<file path="src/rtl/core_end_monitor_pkg.sv">
// Shared types and constants for the end-of-test monitor.
package core_mon_pkg;

    localparam int CNT_W = 32;

    typedef enum logic [2:0] {
        IDLE      = 3'd0,
        RUN       = 3'd1,
        DRAIN     = 3'd2,
        DONE_PASS = 3'd3,
        DONE_FAIL = 3'd4
    } mon_state_e;

    typedef enum logic [1:0] {
        FAIL_NONE    = 2'd0,
        FAIL_HANG    = 2'd1,
        FAIL_TIMEOUT = 2'd2
    } fail_code_e;

    function automatic logic is_terminal(input mon_state_e st);
        return (st == DONE_PASS) || (st == DONE_FAIL);
    endfunction

endpackage

</file>
<file path="src/rtl/core_end_monitor_if.sv">
// Retirement stream in, status and statistics out.
interface core_end_monitor_if;
    import core_mon_pkg::*;

    logic             retire_valid;
    logic [31:0]      retire_pc;
    logic             done;
    logic             pass;
    logic [1:0]       fail_code;
    logic [CNT_W-1:0] cycle_count;
    logic [CNT_W-1:0] retire_count;

    modport master (
        output retire_valid, retire_pc,
        input  done, pass, fail_code, cycle_count, retire_count
    );

    modport slave (
        input  retire_valid, retire_pc,
        output done, pass, fail_code, cycle_count, retire_count
    );
endinterface

</file>
<file path="src/rtl/core_end_monitor_sat_counter.sv">
// Up-counter that sticks at all-ones; hold beats clear beats increment.
module sat_counter #(
    parameter int WIDTH = 32
) (
    input  logic             clk,
    input  logic             rst,
    input  logic             clr,
    input  logic             inc,
    input  logic             hold,
    output logic [WIDTH-1:0] count
);

    logic [WIDTH-1:0] count_r;

    // Count register with saturation at the maximum value.
    always_ff @(posedge clk or negedge rst) begin
        if (!rst) begin
            count_r <= {WIDTH{1'b0}};
        end else if (hold) begin
            count_r <= count_r;
        end else if (clr) begin
            count_r <= {WIDTH{1'b0}};
        end else if (inc && (count_r != {WIDTH{1'b1}})) begin
            count_r <= count_r + {{(WIDTH-1){1'b0}}, 1'b1};
        end else begin
            count_r <= count_r;
        end
    end

    assign count = count_r;

endmodule

</file>
<file path="src/rtl/core_end_monitor.sv">
// Watches the retirement stream for program end, drains the pipe, and reports
// pass / hang / timeout with frozen cycle and retire statistics.
module core_end_monitor
    import core_mon_pkg::*;
#(
    parameter logic [31:0]      LAST_PC        = 32'h0000_02b4,
    parameter logic [7:0]       DRAIN_CYCLES   = 8'd2,
    parameter logic [CNT_W-1:0] HANG_CYCLES    = 32'd1024,
    parameter logic [CNT_W-1:0] TIMEOUT_CYCLES = 32'd45_000_000
) (
    input  logic              clk,
    input  logic              rst,
    core_end_monitor_if.slave mon
);

    mon_state_e       state_r;
    fail_code_e       fail_r;
    logic [7:0]       drain_r;
    logic             done_r;
    logic             pass_r;
    logic [CNT_W-1:0] cycle_cnt_s;
    logic [CNT_W-1:0] retire_cnt_s;
    logic [CNT_W-1:0] hang_cnt_s;
    logic             frozen_s;
    logic             hang_hold_s;
    logic             hang_clr_s;
    logic             last_hit_s;
    logic             timeout_s;
    logic             hang_s;

    assign frozen_s    = is_terminal(state_r);
    assign hang_hold_s = frozen_s || (state_r == DRAIN);
    assign hang_clr_s  = mon.retire_valid || (state_r == IDLE);
    assign last_hit_s  = mon.retire_valid && (mon.retire_pc == LAST_PC);
    assign timeout_s   = (cycle_cnt_s == (TIMEOUT_CYCLES - 32'd1));
    // The retire that would clear the counter this edge also cancels the hang.
    assign hang_s      = !mon.retire_valid && (hang_cnt_s == (HANG_CYCLES - 32'd1));

    sat_counter #(.WIDTH(CNT_W)) u_cycle_cnt (
        .clk   (clk),
        .rst   (rst),
        .clr   (1'b0),
        .inc   (1'b1),
        .hold  (frozen_s),
        .count (cycle_cnt_s)
    );

    sat_counter #(.WIDTH(CNT_W)) u_retire_cnt (
        .clk   (clk),
        .rst   (rst),
        .clr   (1'b0),
        .inc   (mon.retire_valid),
        .hold  (frozen_s),
        .count (retire_cnt_s)
    );

    sat_counter #(.WIDTH(CNT_W)) u_hang_cnt (
        .clk   (clk),
        .rst   (rst),
        .clr   (hang_clr_s),
        .inc   (1'b1),
        .hold  (hang_hold_s),
        .count (hang_cnt_s)
    );

    // Monitor FSM with registered status outputs.
    always_ff @(posedge clk or negedge rst) begin
        if (!rst) begin
            state_r <= IDLE;
            fail_r  <= FAIL_NONE;
            drain_r <= 8'd0;
            done_r  <= 1'b0;
            pass_r  <= 1'b0;
        end else begin
            case (state_r)
                IDLE, RUN: begin
                    if (last_hit_s) begin
                        if (DRAIN_CYCLES == 8'd0) begin
                            state_r <= DONE_PASS;
                            done_r  <= 1'b1;
                            pass_r  <= 1'b1;
                        end else begin
                            state_r <= DRAIN;
                            drain_r <= DRAIN_CYCLES;
                        end
                    end else if (timeout_s) begin
                        state_r <= DONE_FAIL;
                        done_r  <= 1'b1;
                        fail_r  <= FAIL_TIMEOUT;
                    end else if ((state_r == RUN) && hang_s) begin
                        state_r <= DONE_FAIL;
                        done_r  <= 1'b1;
                        fail_r  <= FAIL_HANG;
                    end else if (mon.retire_valid) begin
                        state_r <= RUN;
                    end else begin
                        state_r <= state_r;
                    end
                end
                DRAIN: begin
                    if (drain_r == 8'd1) begin
                        state_r <= DONE_PASS;
                        done_r  <= 1'b1;
                        pass_r  <= 1'b1;
                    end else begin
                        drain_r <= drain_r - 8'd1;
                    end
                end
                DONE_PASS, DONE_FAIL: begin
                    state_r <= state_r;
                end
                default: begin
                    state_r <= IDLE;
                    fail_r  <= FAIL_NONE;
                    done_r  <= 1'b0;
                    pass_r  <= 1'b0;
                end
            endcase
        end
    end

    assign mon.done         = done_r;
    assign mon.pass         = pass_r;
    assign mon.fail_code    = fail_r;
    assign mon.cycle_count  = cycle_cnt_s;
    assign mon.retire_count = retire_cnt_s;

endmodule

</file>
<file path="src/flat_wrapper.sv">
// flat-port wrapper written by rule: the top's interface ports become plain ports
module core_end_monitor_flat import core_mon_pkg::*;
#(
    parameter logic [31:0]      LAST_PC        = 32'h0000_02b4,
    parameter logic [7:0]       DRAIN_CYCLES   = 8'd2,
    parameter logic [CNT_W-1:0] HANG_CYCLES    = 32'd1024,
    parameter logic [CNT_W-1:0] TIMEOUT_CYCLES = 32'd45_000_000
)
  (clk, rst, mon_retire_valid, mon_retire_pc, mon_done, mon_pass, mon_fail_code, mon_cycle_count, mon_retire_count);
  core_end_monitor_if mon_i ();
  input  logic clk;
  input  logic rst;
  input wire logic [$bits(mon_i.retire_valid)-1:0] mon_retire_valid;
  input wire logic [$bits(mon_i.retire_pc)-1:0] mon_retire_pc;
  output wire logic [$bits(mon_i.done)-1:0] mon_done;
  output wire logic [$bits(mon_i.pass)-1:0] mon_pass;
  output wire logic [$bits(mon_i.fail_code)-1:0] mon_fail_code;
  output wire logic [$bits(mon_i.cycle_count)-1:0] mon_cycle_count;
  output wire logic [$bits(mon_i.retire_count)-1:0] mon_retire_count;
  assign mon_i.retire_valid = mon_retire_valid;
  assign mon_i.retire_pc = mon_retire_pc;
  assign mon_done = mon_i.done;
  assign mon_pass = mon_i.pass;
  assign mon_fail_code = mon_i.fail_code;
  assign mon_cycle_count = mon_i.cycle_count;
  assign mon_retire_count = mon_i.retire_count;
  core_end_monitor #(.LAST_PC(LAST_PC), .DRAIN_CYCLES(DRAIN_CYCLES), .HANG_CYCLES(HANG_CYCLES), .TIMEOUT_CYCLES(TIMEOUT_CYCLES)) u_core (.clk(clk), .rst(rst), .mon(mon_i));
endmodule
</file>
<file path="config.mk">
export PLATFORM = sky130hd
export DESIGN_NAME = core_end_monitor_flat
export DESIGN_NICKNAME = d
export VERILOG_FILES = /design/src/rtl/core_end_monitor_pkg.sv /design/src/rtl/core_end_monitor_if.sv /design/src/rtl/core_end_monitor_sat_counter.sv /design/src/rtl/core_end_monitor.sv /design/src/flat_wrapper.sv
export SDC_FILE = /design/constraint.sdc
export NUM_CORES = 1
export LEC_CHECK = 0
export CAP_MARGIN = 20
export CORE_MARGIN = 5
export CORE_UTILIZATION = 40
export CTS_CLUSTER_DIAMETER = 200
export DETAILED_ROUTE_END_ITERATION = 10
export GPL_TIMING_DRIVEN = 0
export SLEW_MARGIN = 5
export SYNTH_ARGS = -nofsm -noshare
export SYNTH_HDL_FRONTEND = slang
export SYNTH_SLANG_ARGS = --single-unit
</file>
<file path="constraint.sdc">
create_clock -name clk -period 3.3 [get_ports clk]
set_clock_uncertainty 0.05 [all_clocks]
set_input_delay 0.33 -clock clk [delete_from_list [all_inputs] [get_ports clk]]
set_output_delay 0.33 -clock clk [all_outputs]
set_load 0.02 [all_outputs]
</file>
==> metrics.txt <==
Fin. Hold Viols 0; Via density 5.719; CTS tree done; Syn-to-layout area delta 26.10%; Final Wtd Congestion 0.8410; top cell type's share of synthesized area 45.56%; Iter 0 DRT Violations 248; htree depth 3; Seq cells post-synth 111; clk buf depth 2; highest net fanout along the worst path 10; Hold Buf Count CTS 1; Die W around 130 um; worst endpoint data arrival time 2790 ps; total CTS buffers 9; post-layout minimum cycle time about 2600 ps; post-CTS setup buffers 0; crit path buf inv count 2; initial antenna violation count 0; # Max-Cap Violations 0; worst vdd ir 381.5 uV; fin cells 945; critical path required time 3490 ps; Synth Net Count 676; Synth area leaders dfrtp_1 46%, xor2_1 4.9%, xnor2_1 4.7%, nand4_1 3.6%, nor4_1 3.6%; total track usage between 10% and 20%; CTS Sinks 111; footprint of the multi-input gates ~3100 um^2; Die Y roughly 130 um; Achievable Freq 0.3847 GHz; # fillers 1395; fraction of layout cells with a size suffix above 1 5.945%; Crit path max-delay family simple AND/OR/NAND/NOR gates; Starting Density between 40% and 50%; worst-path cell chain ha_1, nand3_1, or3_1, nor4_4, or3_1, buf_2, buf_6, o31ai_1; Die ar. roughly 18000 um^2; DRC viols 0; grt total ovfl 0; Final ANT Viol Nets 0; crit end category flip-flop; Mapped Area 6097 um^2; clk slew on worst S/H paths 80 ps; cell area after layout 7689 um^2; DR vias 5404; CP max stage delay between 400 and 500 ps; Power Dens Cells around 370 nW/um^2; yosys warns 0; FFs w/ async S/R, synth between 90% and 100%; number of flops mapped to enable cells by yosys 0; RSZ-0062 raised after global routing false; Antenna diodes 0; worst-margin pin slew 848.4 ps; Final Worst Setup Slack between 700 and 800 ps; Slew HR between 40% and 50%; HPWL Detailed 11680 um; Post-Synthesis Cells approximately 640; Leak ~3.1 nW; cell with the most instances after synthesis dfrtp_1; nets@finish about 790; number of global-route vias before repair 5323; WS Path Type reg2reg; syn avg cell area 9.587 um^2; count of cell types in the netlist 57; max-slew violations 0; post-synthesis sequential area ratio 45.56%; placed cell area between 7000 and 8000 um^2; # placed instances 927; drt pass-1 iters 4; Register Area 2778 um^2; Final Cycle Share 78.78%; Most used DFF post-synth dfrtp_1; final setup TNS 0 ps; input/output buffers between 100 and 150; Setup-failing EPs final 0; Rows 45; crit-path most repeated cell or3_1; DR WL/cell around 17 um; Final Routed Wirelength 16160 um; CTS resizes 0; root buffer cell clkbuf_16; synth cell count leaders 111 x dfrtp_1, 52 x nand2_1, 40 x nor2_1; biggest area consumer among synthesized cells dfrtp_1; core area around 15000 um^2; pin count of the biggest net entering global routing 57; status finished, final reports clean; Hold/Removal Path Class in2async; clk_lat worst skew around 370 ps; Place WS approximately 410 ps; io pins 103; CP Launch Type flip-flop; first-pass GRT wire length 27160 um; Worst path slowest cell or3_1
-- state kept, by name, indices dropped and copies added (netlist names) --
signal and flops:
u_core.mon.fail_code 2, u_core.mon.pass 1, u_core.u_retire_cnt.count 32, u_core.drain_r 8, u_core.u_hang_cnt.count 32, u_core.state_r 3
u_core.mon.done 1, u_core.u_cycle_cnt.count 32
-- placed cells by master, fill, tap and decap left out, types with 7 or more instances in the layout --
| master | instances |
|---|---|
| a21oi_1 | 22 |
| and3_1 | 11 |
| and4_1 | 11 |
| buf_2 | 11 |
| clkbuf_1 | 14 |
| clkbuf_16 | 9 |
| clkdlybuf4s50_1 | 101 |
| dfrtp_1 | 111 |
| inv_1 | 15 |
| nand2_1 | 52 |
| nand3_1 | 38 |
| nand4_1 | 35 |
| nand4b_1 | 7 |
| nor2_1 | 40 |
| nor3_1 | 14 |
| nor4_1 | 35 |
| o21ai_0 | 20 |
| o31ai_1 | 29 |
| or3_1 | 14 |
| or4_1 | 11 |
| xnor2_1 | 33 |
| xor2_1 | 34 |
-- metrics by stage --
step	total power [W]	hold WS (ps)	utilization [%]
after detailed placement	0.001807	278.9	48.92
final	0.002865	445.1	50.95
after global routing	0.002980	470.1	50.95
after global placement	0.001797	432.3	48.73
after floorplan	0.001619	-15.59	-
after CTS	0.002903	453.5	50.92
-- power by group --
part	switching (W)	total [W]	leakage [nW]	internal (W)
Sequential	0.0000580	0.00146	1.47	0.00140
Clock	0.000554	0.00109	0.142	0.000534
Combinational	0.000154	0.000316	1.53	0.000161
-- final timing paths --
kind / end / slack (ps) / from / cells past startpoint
max: u_core.u_hang_cnt.count[27]$_DFFE_PN0P_ / 700 / u_core.u_hang_cnt.count[0]$_DFFE_PN0P_ / 8
min: u_core.u_hang_cnt.count[5]$_DFFE_PN0P_ / 450 / rst / 2
max reg2reg: u_core.u_hang_cnt.count[27]$_DFFE_PN0P_ / 700 / u_core.u_hang_cnt.count[0]$_DFFE_PN0P_ / 8
min reg2reg: u_core.u_retire_cnt.count[7]$_DFFE_PN0P_ / 450 / u_core.u_retire_cnt.count[7]$_DFFE_PN0P_ / 1
max in group asynchronous: u_core.u_hang_cnt.count[29]$_DFFE_PN0P_ / 2100 / rst / 3
min in group clk: u_core.u_retire_cnt.count[7]$_DFFE_PN0P_ / 450 / u_core.u_retire_cnt.count[7]$_DFFE_PN0P_ / 1
-- worst reg2reg max path: cells and delay by family (launching register included) --
kind	cells	cell delay, ps
fa+ha+maj	1	230
flops	1	410
buf+inv	2	410
simple gates	4	1300
compound gates	1	80
-- routing by layer --
metal | vias to the layer above | share of wire [%] | track usage (%)
met1 | 2634 | 46 | 25.04
li1 | 2630 | - | -
met5 | - | 0 | 0
met3 | 15 | 4.2 | 4.079
met4 | 0 | 1.2 | 5.486
met2 | 125 | 48 | 29.66
-- cell families (layout without fill, tap and decap cells) --
kind of cell             Yosys count  in the layout  synth area share [%]
AO/OA/AOI/OAI                     98             98                 10.55
buffers and inverters             42            163                 2.996
multiplexers                       4              4                0.6977
flip-flops                       111            111                 45.56
adder cells (fa/ha/maj)            5              5                 1.026
AND/OR/NAND/NOR                  309            309                 29.55
XOR/XNOR                          67             67                 9.625
-- layout make-up --
class	count	area share [%]
repair buffers	105	13.85
inverters	15	0.7323
flip-flops and latches	111	36.13
multi-input cells	483	40.80
clock buffers	10	2.978
plain buffers	27	1.644
clock inverters	6	0.8137
well taps	188	3.059
Note: power is estimated with default switching activity, not from simulation.
